===== config.mk =====
export PLATFORM = sky130hd
export DESIGN_NAME = cancel_accumulator_flat
export DESIGN_NICKNAME = d
export VERILOG_FILES = /design/src/rtl/cancel_accumulator_if.sv /design/src/rtl/cancel_accumulator.sv /design/src/flat_wrapper.sv
export SDC_FILE = /design/constraint.sdc
export NUM_CORES = 1
export LEC_CHECK = 0
export ABC_AREA = 0
export BUFFER_PORTS_ARGS = -buffer_cell sky130_fd_sc_hd__buf_2
export CAP_MARGIN = 20
export CORE_UTILIZATION = 40
export CTS_BUF_LIST = sky130_fd_sc_hd__clkbuf_8
export CTS_CLUSTER_DIAMETER = 40
export DETAILED_ROUTE_END_ITERATION = 6
export PLACE_DENSITY = 0.68
export SETUP_SLACK_MARGIN = 0.5
export SLEW_MARGIN = 10
export SYNTH_ARGS = -nofsm -noshare
export SYNTH_HDL_FRONTEND = slang
export SYNTH_SLANG_ARGS = --single-unit

===== constraint.sdc =====
create_clock -name clk -period 4.2 [get_ports clk]
set_input_delay 0.21 -clock clk [delete_from_list [all_inputs] [get_ports clk]]
set_output_delay 0.21 -clock clk [all_outputs]
set_load 0.05 [all_outputs]

===== src/rtl/cancel_accumulator_if.sv =====
// Event, RAM and update-report signal bundle for cancel_accumulator.
interface cancel_accumulator_if #(
  parameter int D_WIDTH   = 32,
  parameter int A_WIDTH   = 4,
  parameter int AMT_WIDTH = 16
) ();
  logic                 in_valid;
  logic                 in_ready;
  logic [A_WIDTH-1:0]   in_client;
  logic [AMT_WIDTH-1:0] in_amount;
  logic                 in_clear;
  logic [A_WIDTH-1:0]   ram_address_read;
  logic [D_WIDTH-1:0]   ram_data_read;
  logic [A_WIDTH-1:0]   ram_address_write;
  logic [D_WIDTH-1:0]   ram_data_write;
  logic                 ram_write_enable;
  logic                 upd_valid;
  logic [A_WIDTH-1:0]   upd_client;
  logic [D_WIDTH-1:0]   upd_total;
  logic                 init_done;
  logic                 sat_pulse;

  modport slave (
    input  in_valid, in_client, in_amount, in_clear, ram_data_read,
    output in_ready, ram_address_read, ram_address_write, ram_data_write,
           ram_write_enable, upd_valid, upd_client, upd_total, init_done, sat_pulse
  );

  modport master (
    output in_valid, in_client, in_amount, in_clear, ram_data_read,
    input  in_ready, ram_address_read, ram_address_write, ram_data_write,
           ram_write_enable, upd_valid, upd_client, upd_total, init_done, sat_pulse
  );
endinterface


===== src/rtl/cancel_accumulator.sv =====
// Per-client cancelled-amount accumulator over an external 1-cycle-latency RAM.
// Define CANCEL_ACC_SAT_EN to clamp totals at all-ones instead of wrapping.
module cancel_accumulator #(
  parameter int D_WIDTH   = 32,
  parameter int A_WIDTH   = 4,
  parameter int A_MAX     = 16,
  parameter int AMT_WIDTH = 16
) (
  input logic                clk,
  input logic                rst_n,
  cancel_accumulator_if.slave bus
);
  typedef enum logic {INIT, RUN} state_t;

  state_t               state;
  logic [A_WIDTH:0]     init_cnt;
  logic                 in_ready_q;
  logic                 init_done_q;

  logic                 s1_valid;
  logic [A_WIDTH-1:0]   s1_client;
  logic [AMT_WIDTH-1:0] s1_amount;
  logic                 s1_clear;

  logic                 wr_en_q;
  logic                 upd_q;
  logic [A_WIDTH-1:0]   wr_addr_q;
  logic [D_WIDTH-1:0]   wr_data_q;

  logic                 dly_valid;
  logic [A_WIDTH-1:0]   dly_addr;
  logic [D_WIDTH-1:0]   dly_data;

  logic [D_WIDTH-1:0]   base;
  logic [D_WIDTH-1:0]   new_total;

  assign bus.ram_address_read  = bus.in_client;
  assign bus.in_ready          = in_ready_q;
  assign bus.init_done         = init_done_q;
  assign bus.ram_address_write = wr_addr_q;
  assign bus.ram_data_write    = wr_data_q;
  assign bus.ram_write_enable  = wr_en_q;
  assign bus.upd_valid         = upd_q;
  assign bus.upd_client        = wr_addr_q;
  assign bus.upd_total         = wr_data_q;

  // The RAM read misses the write in the write registers and the one it is
  // committing this edge, so both are forwarded, newest first.
  always_comb begin
    base = bus.ram_data_read;
    if (wr_en_q && wr_addr_q == s1_client)
      base = wr_data_q;
    else if (dly_valid && dly_addr == s1_client)
      base = dly_data;
  end

`ifdef CANCEL_ACC_SAT_EN
  logic [D_WIDTH:0] sum;
  logic             new_sat;
  logic             sat_q;

  always_comb begin
    sum     = {1'b0, base} + (D_WIDTH+1)'(s1_amount);
    new_sat = !s1_clear && sum[D_WIDTH];
    if (s1_clear)          new_total = '0;
    else if (sum[D_WIDTH]) new_total = '1;
    else                   new_total = sum[D_WIDTH-1:0];
  end

  always_ff @(posedge clk) begin
    if (!rst_n) sat_q <= 1'b0;
    else        sat_q <= s1_valid && new_sat;
  end

  assign bus.sat_pulse = sat_q;
`else
  logic [D_WIDTH-1:0] sum;

  always_comb begin
    sum       = base + D_WIDTH'(s1_amount);
    new_total = s1_clear ? '0 : sum;
  end

  assign bus.sat_pulse = 1'b0;
`endif

  always_ff @(posedge clk) begin
    if (!rst_n) begin
      state       <= INIT;
      init_cnt    <= '0;
      in_ready_q  <= 1'b0;
      init_done_q <= 1'b0;
      s1_valid    <= 1'b0;
      s1_client   <= '0;
      s1_amount   <= '0;
      s1_clear    <= 1'b0;
      wr_en_q     <= 1'b0;
      upd_q       <= 1'b0;
      wr_addr_q   <= '0;
      wr_data_q   <= '0;
      dly_valid   <= 1'b0;
      dly_addr    <= '0;
      dly_data    <= '0;
    end else begin
      dly_valid <= wr_en_q;
      dly_addr  <= wr_addr_q;
      dly_data  <= wr_data_q;
      case (state)
        INIT: begin
          upd_q    <= 1'b0;
          s1_valid <= 1'b0;
          if (init_cnt < (A_WIDTH+1)'(A_MAX)) begin
            wr_en_q   <= 1'b1;
            wr_addr_q <= init_cnt[A_WIDTH-1:0];
            wr_data_q <= '0;
            init_cnt  <= init_cnt + 1'b1;
          end else begin
            wr_en_q     <= 1'b0;
            in_ready_q  <= 1'b1;
            init_done_q <= 1'b1;
            state       <= RUN;
          end
        end
        RUN: begin
          s1_valid  <= bus.in_valid && in_ready_q;
          s1_client <= bus.in_client;
          s1_amount <= bus.in_amount;
          s1_clear  <= bus.in_clear;
          wr_en_q   <= s1_valid;
          upd_q     <= s1_valid;
          if (s1_valid) begin
            wr_addr_q <= s1_client;
            wr_data_q <= new_total;
          end
        end
      endcase
    end
  end
endmodule


===== src/flat_wrapper.sv =====
// flat-port wrapper written by rule: the top's interface ports become plain ports
module cancel_accumulator_flat 
#(
  parameter int D_WIDTH   = 32,
  parameter int A_WIDTH   = 4,
  parameter int A_MAX     = 16,
  parameter int AMT_WIDTH = 16
)
  (clk, rst_n, bus_in_valid, bus_in_client, bus_in_amount, bus_in_clear, bus_ram_data_read, bus_in_ready, bus_ram_address_read, bus_ram_address_write, bus_ram_data_write, bus_ram_write_enable, bus_upd_valid, bus_upd_client, bus_upd_total, bus_init_done, bus_sat_pulse);
  cancel_accumulator_if #(.D_WIDTH(D_WIDTH), .A_WIDTH(A_WIDTH), .AMT_WIDTH(AMT_WIDTH)) bus_i ();
  input logic clk;
  input logic rst_n;
  input wire logic [$bits(bus_i.in_valid)-1:0] bus_in_valid;
  input wire logic [$bits(bus_i.in_client)-1:0] bus_in_client;
  input wire logic [$bits(bus_i.in_amount)-1:0] bus_in_amount;
  input wire logic [$bits(bus_i.in_clear)-1:0] bus_in_clear;
  input wire logic [$bits(bus_i.ram_data_read)-1:0] bus_ram_data_read;
  output wire logic [$bits(bus_i.in_ready)-1:0] bus_in_ready;
  output wire logic [$bits(bus_i.ram_address_read)-1:0] bus_ram_address_read;
  output wire logic [$bits(bus_i.ram_address_write)-1:0] bus_ram_address_write;
  output wire logic [$bits(bus_i.ram_data_write)-1:0] bus_ram_data_write;
  output wire logic [$bits(bus_i.ram_write_enable)-1:0] bus_ram_write_enable;
  output wire logic [$bits(bus_i.upd_valid)-1:0] bus_upd_valid;
  output wire logic [$bits(bus_i.upd_client)-1:0] bus_upd_client;
  output wire logic [$bits(bus_i.upd_total)-1:0] bus_upd_total;
  output wire logic [$bits(bus_i.init_done)-1:0] bus_init_done;
  output wire logic [$bits(bus_i.sat_pulse)-1:0] bus_sat_pulse;
  assign bus_i.in_valid = bus_in_valid;
  assign bus_i.in_client = bus_in_client;
  assign bus_i.in_amount = bus_in_amount;
  assign bus_i.in_clear = bus_in_clear;
  assign bus_i.ram_data_read = bus_ram_data_read;
  assign bus_in_ready = bus_i.in_ready;
  assign bus_ram_address_read = bus_i.ram_address_read;
  assign bus_ram_address_write = bus_i.ram_address_write;
  assign bus_ram_data_write = bus_i.ram_data_write;
  assign bus_ram_write_enable = bus_i.ram_write_enable;
  assign bus_upd_valid = bus_i.upd_valid;
  assign bus_upd_client = bus_i.upd_client;
  assign bus_upd_total = bus_i.upd_total;
  assign bus_init_done = bus_i.init_done;
  assign bus_sat_pulse = bus_i.sat_pulse;
  cancel_accumulator #(.D_WIDTH(D_WIDTH), .A_WIDTH(A_WIDTH), .A_MAX(A_MAX), .AMT_WIDTH(AMT_WIDTH)) u_core (.clk(clk), .rst_n(rst_n), .bus(bus_i));
endmodule

==> reports/qor.txt, run 1 <==
Leak Pwr -> 2.95 nW
total of flip-flops plus latches after synthesis -> 104
post-route clock period utilization -> 84.8%
Total Routed Length -> 14.7 mm
Compound-Gate Fraction of Synth Area -> 16.9%
final worst hold slack -> 67.9 ps
average wire per standard cell -> 15.5 µm
Setup TNS -> 0 ps
drt drc -> 0
maximum fanout encountered on the critical timing path -> 14
instance count of the mapped netlist -> 665
required time of the critical path -> 4500 ps
pin count of the biggest net entering global routing -> 40
global router's overall resource usage -> 20.0%
HP Class -> primary input to register
filler cell count -> 1,315
xor/xnor share of the synthesized area -> 5.79%
final setup vio count -> 0
Placement Rows -> 43
area used by multi-input combinational logic -> 3310 µm²
Top delay family on crit path -> simple AND/OR/NAND/NOR gates
area fraction in and, or, nand and nor cells after synthesis -> 20.0%
final estimated routing congestion in global placement -> 0.856
standard cell with the maximum stage delay on the critical path -> sky130_fd_sc_hd__fa_1
final hold violation count -> 0
maximum buffer depth of the clock tree -> 2
total power -> 1.99 mW
share of flip-flops with an asynchronous set or reset -> 0%
area of the core -> 13,900 µm²
height of the chip -> 122 µm
power density of the placed cells -> 291 nW/µm²
antenna violations before repair -> 0
quantity of hold-fixing buffers added after cts -> 0
number of clock sinks seen by CTS -> 104
HPWL after detailed placement -> 10.3 mm
clock-pin slew on the worst setup and hold paths -> 100 ps
Total Die Area -> 14,900 µm²
Vias -> 4,941
Final Instance Count excl. Fillers -> 949
actual transition at the worst max-transition pin -> 1070 ps
number of buffers added by the clock tree synthesis step -> 9
highest clock rate -> 0.281 GHz
count of max-cap constraint violations -> 0
number of cells after detailed placement -> 914
relative max-transition margin -> 28.4%
nets@finish -> 842
horizontal die dimension -> 122 µm
Critical Path AT -> 3860 ps
YS warnings -> 0
Period minus WS final -> 3560 ps
kind of start point of the critical path -> register
Mapped Area -> 5750 µm²
Top Ports -> 137
endpoint kind of the worst setup timing path -> register
number of nets produced by synthesis -> 743
count of antenna-violating nets left after detailed routing -> 0
share of layout cells above drive strength 1 -> 28.5%
Avg Synthesized Cell Area -> 8.65 µm²
adder-cell share of the synthesized area -> 4.92%
most frequently used flop master after synthesis -> sky130_fd_sc_hd__dfxtp_1
wire length of the first global-routing pass -> 23.1 mm
area grow syn2layout -> 18.8%
clock skew after layout -> 9.82 ps
most frequent cells in the layout -> 135 x sky130_fd_sc_hd__buf_2, 95 x sky130_fd_sc_hd__dfxtp_1, 75 x sky130_fd_sc_hd__nand2_1
run status -> completed
CP Cell Sequence -> xnor2_2, nand3_2, nor2_4, buf_12, mux2i_1, o21ai_0, ha_1, fa_1, nand3_1, a211oi_2, a211oi_2, o21bai_1, and2_2, and4bb_1, xnor2_1, a22o_1
distinct cell type count of the synthesized netlist -> 63
register cell area after layout -> 2100 µm²
clock latency reported for the late side of the worst-skew pair -> 390 ps
CP Buf/Inv Count -> 1
fin. max-slew vios -> 0
dominant combinational cell family by area after synthesis -> simple AND/OR/NAND/NOR gates
I/O Buffers -> 135
reg-to-reg slack, setup -> 640 ps
first drt pass iteration count -> 5
classification of the worst setup path -> register to register
antenna cells -> 0
Congestion Overflow GR -> 0
mux cell area share after synthesis -> 7.68%
vias in the first global route -> 4,399
via count normalized by instance count -> 5.21
share of synthesized area occupied by flip-flops and latches -> 36.2%
slowest stage delay, CP -> 410 ps
cell mode on critical path -> sky130_fd_sc_hd__a211oi_2
most common cell after layout, fill and taps aside -> sky130_fd_sc_hd__buf_2
drt first-iter violations -> 345
CTS tree -> done
largest voltage drop on the vdd net -> 0.000172 V
depth of the CTS H-tree -> 3
initial core utilization -> 41.3%
buffer cell driving the clock tree root -> sky130_fd_sc_hd__clkbuf_8
EDFF count, synth -> 0
RSZ-0062 raised after global routing -> false
-- metal layers --
metal,global-route usage [%],part of all wire (%)
met3,4.07,5.2
met2,31.0,46
met4,6.48,1.5
met1,27.5,47
met5,0,0
-- timing repair --
action                     CTS  global route
setup endpoints to repair    9            15
pin swaps                    6            10
cloned                       2             0
gates resized for setup      4            22
buffers inserted             3            14
-- state kept, by name, indices dropped and copies added (netlist names) --
| name | flops |
|---|---|
| u_core.s1_clear | 1 |
| u_core.bus.upd_valid | 1 |
| u_core.dly_data | 32 |
| u_core.dly_addr | 4 |
| u_core.s1_valid | 1 |
| u_core.init_cnt | 5 |
| u_core.bus.ram_data_write | 32 |
| u_core.s1_client | 4 |
| u_core.state | 1 |
| u_core.bus.ram_address_write | 4 |
| u_core.s1_amount | 16 |
| u_core.bus.in_ready | 1 |
| u_core.bus.ram_write_enable | 1 |
| u_core.dly_valid | 1 |
-- synthesized netlist by cell type (2+ instances only) --
master | number | area share [%]
sky130_fd_sc_hd__a211o_1 | 2 | 0.30
sky130_fd_sc_hd__clkbuf_1 | 26 | 1.7
sky130_fd_sc_hd__a22o_1 | 6 | 0.91
sky130_fd_sc_hd__nor3_1 | 4 | 0.35
sky130_fd_sc_hd__nor2_1 | 32 | 2.1
sky130_fd_sc_hd__o21bai_1 | 3 | 0.39
sky130_fd_sc_hd__a21oi_1 | 19 | 1.7
sky130_fd_sc_hd__o211ai_1 | 5 | 0.65
sky130_fd_sc_hd__a21boi_0 | 2 | 0.26
sky130_fd_sc_hd__a311oi_1 | 2 | 0.30
sky130_fd_sc_hd__xor2_1 | 17 | 2.6
sky130_fd_sc_hd__buf_1 | 2 | 0.13
sky130_fd_sc_hd__ha_1 | 21 | 4.6
sky130_fd_sc_hd__nand3_1 | 11 | 0.96
sky130_fd_sc_hd__o2bb2ai_1 | 3 | 0.46
sky130_fd_sc_hd__nand4_1 | 10 | 1.1
sky130_fd_sc_hd__o211a_1 | 2 | 0.35
sky130_fd_sc_hd__dfxtp_1 | 104 | 36
sky130_fd_sc_hd__buf_4 | 42 | 5.5
sky130_fd_sc_hd__a21o_1 | 5 | 0.65
sky130_fd_sc_hd__o2111ai_1 | 3 | 0.46
sky130_fd_sc_hd__and2_1 | 45 | 4.9
sky130_fd_sc_hd__a211oi_1 | 7 | 0.91
sky130_fd_sc_hd__nand2b_1 | 3 | 0.33
sky130_fd_sc_hd__o21a_1 | 2 | 0.26
sky130_fd_sc_hd__xnor2_1 | 21 | 3.2
sky130_fd_sc_hd__o21ai_1 | 2 | 0.17
sky130_fd_sc_hd__inv_1 | 7 | 0.46
sky130_fd_sc_hd__nor2b_1 | 23 | 2.5
sky130_fd_sc_hd__a32o_1 | 2 | 0.35
sky130_fd_sc_hd__a31oi_1 | 13 | 1.4
sky130_fd_sc_hd__nand2_1 | 76 | 5.0
sky130_fd_sc_hd__buf_2 | 5 | 0.44
sky130_fd_sc_hd__mux2i_1 | 43 | 7.5
sky130_fd_sc_hd__o21ai_0 | 54 | 4.7
sky130_fd_sc_hd__nor4_1 | 2 | 0.22
sky130_fd_sc_hd__and3_1 | 10 | 1.1
sky130_fd_sc_hd__o221ai_1 | 3 | 0.46
sky130_fd_sc_hd__o22ai_1 | 2 | 0.22
-- tightest hold or removal path: stages --
cell                      delay (ps)
sky130_fd_sc_hd__buf_2            70
sky130_fd_sc_hd__mux2i_1          50
sky130_fd_sc_hd__nor2b_1          90
-- metrics by stage --
stage | setup WS (ps) | instance area [µm²] | util [%]
after floorplan | 501 | 5810 | -
after global placement | 482 | 6330 | 45.5
after detailed placement | 351 | 6330 | 45.5
after CTS | 503 | 6620 | 47.5
after global routing | 438 | 6830 | 49.0
final | 638 | 6830 | 49.0
-- worst paths after layout --
check / startpoint / to / cells past startpoint
min: bus_in_amount[0] / u_core.s1_amount[0] / 3
max reg2reg: u_core.s1_client[1] / u_core.bus.ram_data_write[30] / 16
min reg2reg: u_core.bus.ram_write_enable / u_core.dly_valid / 1
max: u_core.s1_client[1] / u_core.bus.ram_data_write[30] / 16
-- final cells by class --
class                   count  share of cell area, %
clock inverters             7                   1.37
flip-flops and latches    104                   30.8
multi-input cells         479                   48.4
inverters                   7                  0.385
repair buffers            163                   13.9
well taps                 180                   3.30
clock buffers               9                   1.81
-- power breakdown --
part	total [mW]	switching, mW	internal (mW)
logic	0.288	0.168	0.120
registers	0.997	0.00657	0.990
clock network	0.704	0.367	0.337
-- logic make-up (layout without fill, tap and decap cells) --
kind of cell    after synthesis  count (layout)
compound gates              146             146
xor+xnor                     38              38
fa+ha+maj                    22              22
buf+inv                      83             186
flops                       104             104
mux                          44              44
other cells                   1               1
simple gates                227             228
Power figures use the tool's default switching activity.
==> run 2: changes to the inputs <==
Settings changed: ABC_AREA 0 to 1.
Clock period 4.2 ns to 3.25 ns, I/O delays scaled along.
==> run 2 against run 1 <==
Net effect:
- via count up 18%
- sequential share of layout area down 3.3 points
- clock skew up 3.0 ps
- cell count up 27%
- maximum frequency up 15%
- wire length up 13%
- core utilization up 3.8 points
- count of clock-buffer cells in the layout up 2
- first-iteration DRC count up 6.4%
- synthesized cell count up 29%
- combinational power up 110%
- largest power group unchanged
- highest routed layer unchanged
==> reports/qor.txt, run 2 <==
average wire per standard cell -> 13.9 µm
number of cells on the worst reg-to-reg path -> 20
final hold violation count -> 0
vias in the first global route -> 5,291
height of the chip -> 124 µm
most area-consuming cells after synthesis -> sky130_fd_sc_hd__dfxtp_1 35%, sky130_fd_sc_hd__nand2_1 12%, sky130_fd_sc_hd__nor2_1 7.1%, sky130_fd_sc_hd__inv_1 6.4%, sky130_fd_sc_hd__o21ai_0 6.2%
most frequent cells in the layout -> 170 x sky130_fd_sc_hd__nand2_1, 135 x sky130_fd_sc_hd__buf_2, 102 x sky130_fd_sc_hd__nor2_1
Final WS setup -> 148 ps
I/O Buffers -> 135
standard cell with the maximum stage delay on the critical path -> sky130_fd_sc_hd__dfxtp_4
final estimated routing congestion in global placement -> 0.888
relative contribution of sequential cells to total power -> 47.0%
Leak Pwr -> 3.91 nW
most frequently used flop master after synthesis -> sky130_fd_sc_hd__dfxtp_1
Hold Crit Depth -> 3
largest voltage drop on the vdd net -> 0.000189 V
Setup TNS -> 0 ps
final non-filler cell area -> 7680 µm²
clock skew after layout -> 12.8 ps
nets@finish -> 1,091
final setup vio count -> 0
HP Class -> primary input to register
instance count of the mapped netlist -> 857
EDFF count, synth -> 0
classification of the worst setup path -> register to register
count of antenna-violating nets left after detailed routing -> 0
actual transition at the worst max-transition pin -> 1010 ps
antenna violations before repair -> 0
maximum buffer depth of the clock tree -> 2
required time of the critical path -> 3590 ps
Congestion Overflow GR -> 0
clock latency reported for the late side of the worst-skew pair -> 390 ps
post-route clock period utilization -> 95.4%
relative max-transition margin -> 32.0%
HPWL after detailed placement -> 11.4 mm
area of the core -> 14,500 µm²
buffer cell driving the clock tree root -> sky130_fd_sc_hd__clkbuf_8
placement-stage cell area -> 6600 µm²
cell type with the highest aggregate area in the netlist -> sky130_fd_sc_hd__dfxtp_1
endpoint kind of the worst setup timing path -> register
CTS tree -> done
clock-pin slew on the worst setup and hold paths -> 100 ps
Avg Synthesized Cell Area -> 6.93 µm²
area share of the leading cell type in the synthesized netlist -> 35.0%
run status -> completed
Top Ports -> 137
drt first-iter violations -> 367
CP Cell Sequence -> buf_4, xnor2_4, nand3_4, inv_4, buf_8, o21ai_4, o21ai_1, ha_2, fa_2, nand3_4, a21oi_4, nor2_4, o21ai_4, a21oi_4, buf_6, nor2_4, nand3_2, o21bai_2, nand2_2, nand2_1
via count normalized by instance count -> 4.87
Vias -> 5,850
proportion of total power due to net switching -> 30.0%
launch instance of the worst register-to-register path -> u_core.s1_client[1]
hold path startpoint -> bus_in_amount[1]
initial core utilization -> 40.9%
Placement Rows -> 44
design internal power -> 1.91 mW
Period minus WS final -> 3100 ps
horizontal die dimension -> 124 µm
first drt pass iteration count -> 5
total power -> 2.74 mW
wire length of the first global-routing pass -> 25.8 mm
reg-to-reg slack, setup -> 150 ps
count of max-cap constraint violations -> 0
area grow syn2layout -> 29.2%
antenna cells -> 0
global router's overall resource usage -> 22.2%
highest clock rate -> 0.322 GHz
number of buffers added by the clock tree synthesis step -> 9
depth of the CTS H-tree -> 3
total of flip-flops plus latches after synthesis -> 104
part of the total power dissipated in combinational logic -> 22.3%
final worst hold slack -> 15.5 ps
distinct cell type count of the synthesized netlist -> 45
RSZ-0062 raised after global routing -> true
share of synthesized area occupied by flip-flops and latches -> 35.0%
synth cell count leaders -> 189 x sky130_fd_sc_hd__nand2_1, 112 x sky130_fd_sc_hd__nor2_1, 104 x sky130_fd_sc_hd__dfxtp_1, 101 x sky130_fd_sc_hd__inv_1, 74 x sky130_fd_sc_hd__o21ai_0
Total Routed Length -> 16.7 mm
clock share of power -> 30.6%
number of nets produced by synthesis -> 935
pin count of the biggest net entering global routing -> 63
R2R Path End -> u_core.bus.ram_data_write[28]
Mapped Area -> 5940 µm²
top-count cell post-synth -> sky130_fd_sc_hd__nand2_1
slowest stage delay, CP -> 350 ps
fin. max-slew vios -> 0
kind of start point of the critical path -> register
maximum fanout encountered on the critical timing path -> 10
setup slack at placement -> 67.3 ps
Total Die Area -> 15,300 µm²
power density of the placed cells -> 356 nW/µm²
end point of the worst hold path -> u_core.s1_amount[1]
most common cell after layout, fill and taps aside -> sky130_fd_sc_hd__nand2_1
share of flip-flops with an asynchronous set or reset -> 0%
number of clock sinks seen by CTS -> 104
share of layout cells above drive strength 1 -> 35.5%
YS warnings -> 0
drt drc -> 0
Critical Path AT -> 3450 ps
Switch Pwr -> 0.820 mW
## run 2: cell count changes after synthesis, sizes merged, moves of 18 or more
cell	delta
nor2	+95
o21ai	+25
xnor2	-18
and2	-45
nor2b	-23
mux2i	-43
inv	+105
a21oi	+18
nand3	+23
nand2	+126
## run 2: timing repair
item,in CTS,in global routing
pin swaps,32,46
hold endpoints to repair,14,0
hold buffers,14,0
buffers inserted,25,24
setup endpoints to repair,23,23
gates cloned,1,0
gates resized for setup,49,68
## run 2: through the flow
stage / utilization [%] / instances
4_1_cts: 49.9 / 1178
6_report: 52.8 / 1202
3_3_place_gp: 45.4 / 1122
3_5_place_dp: 45.4 / 1122
2_1_floorplan: - / 857
5_1_grt: 52.8 / 1202
## run 2: layout make-up
cell class	count	area [µm²]
inverters	113	437
multi-input cells	569	3320
flip-flops and latches	104	2110
repair buffers	216	1390
clock buffers	11	151
fillers	1439	6850
well taps	184	230
clock inverters	5	47.5
## run 2: worst max-delay path by stage
| stage | from | to | slack (ps) | cells after the start |
|---|---|---|---|---|
| 2_1_floorplan | u_core.bus.ram_address_write[0] | u_core.bus.ram_data_write[30] | 110 | 24 |
| 3_3_place_gp | u_core.s1_client[1] | u_core.bus.ram_data_write[23] | 160 | 21 |
| 3_5_place_dp | u_core.s1_client[2] | u_core.bus.ram_data_write[30] | 70 | 19 |
| 4_1_cts | u_core.bus.ram_address_write[2] | u_core.bus.ram_data_write[30] | 340 | 20 |
| 5_1_grt | u_core.s1_client[1] | u_core.bus.ram_data_write[28] | 9 | 21 |
| 6_report | u_core.s1_client[1] | u_core.bus.ram_data_write[28] | 150 | 20 |
## run 2: kinds of logic after synthesis
| group | Yosys count | synth area share [%] |
|---|---|---|
| DFF | 104 | 35.0 |
| buffers and inverters | 184 | 15.0 |
| and+or+nand+nor | 396 | 30.5 |
| adders and majority gates | 22 | 4.76 |
| xor gates and xnor gates | 3 | 0.569 |
| other | 1 | 0.0631 |
| AOI/OAI and AO/OA | 147 | 14.1 |
## run 2: worst max-delay path: cells and delay by family, from the launching register on
kind / cells / cell delay [ps]
compound gates: 6 / 840
xor+xnor: 1 / 180
fa+ha+maj: 2 / 480
buf+inv: 4 / 500
flops: 1 / 350
simple gates: 7 / 690
## run 2: power groups by stage
stage / clock, mW / combinational [mW] / sequential [mW]
after global routing: 0.904 / 0.664 / 1.29
after detailed placement: 0 / 0.467 / 1.32
after CTS: 0.851 / 0.531 / 1.29
final: 0.838 / 0.611 / 1.29
after floorplan: 0 / 0.347 / 1.33
after global placement: 0 / 0.466 / 1.32
## run 2: metal layers
| metal | up-vias | GRT usage [%] | part of all wire [%] |
|---|---|---|---|
| met5 | - | 0 | 0 |
| li1 | 3000 | - | - |
| met1 | 2638 | 27.0 | 44 |
| met2 | 179 | 37.6 | 48 |
| met3 | 33 | 3.85 | 5.3 |
| met4 | 0 | 10.8 | 3.0 |
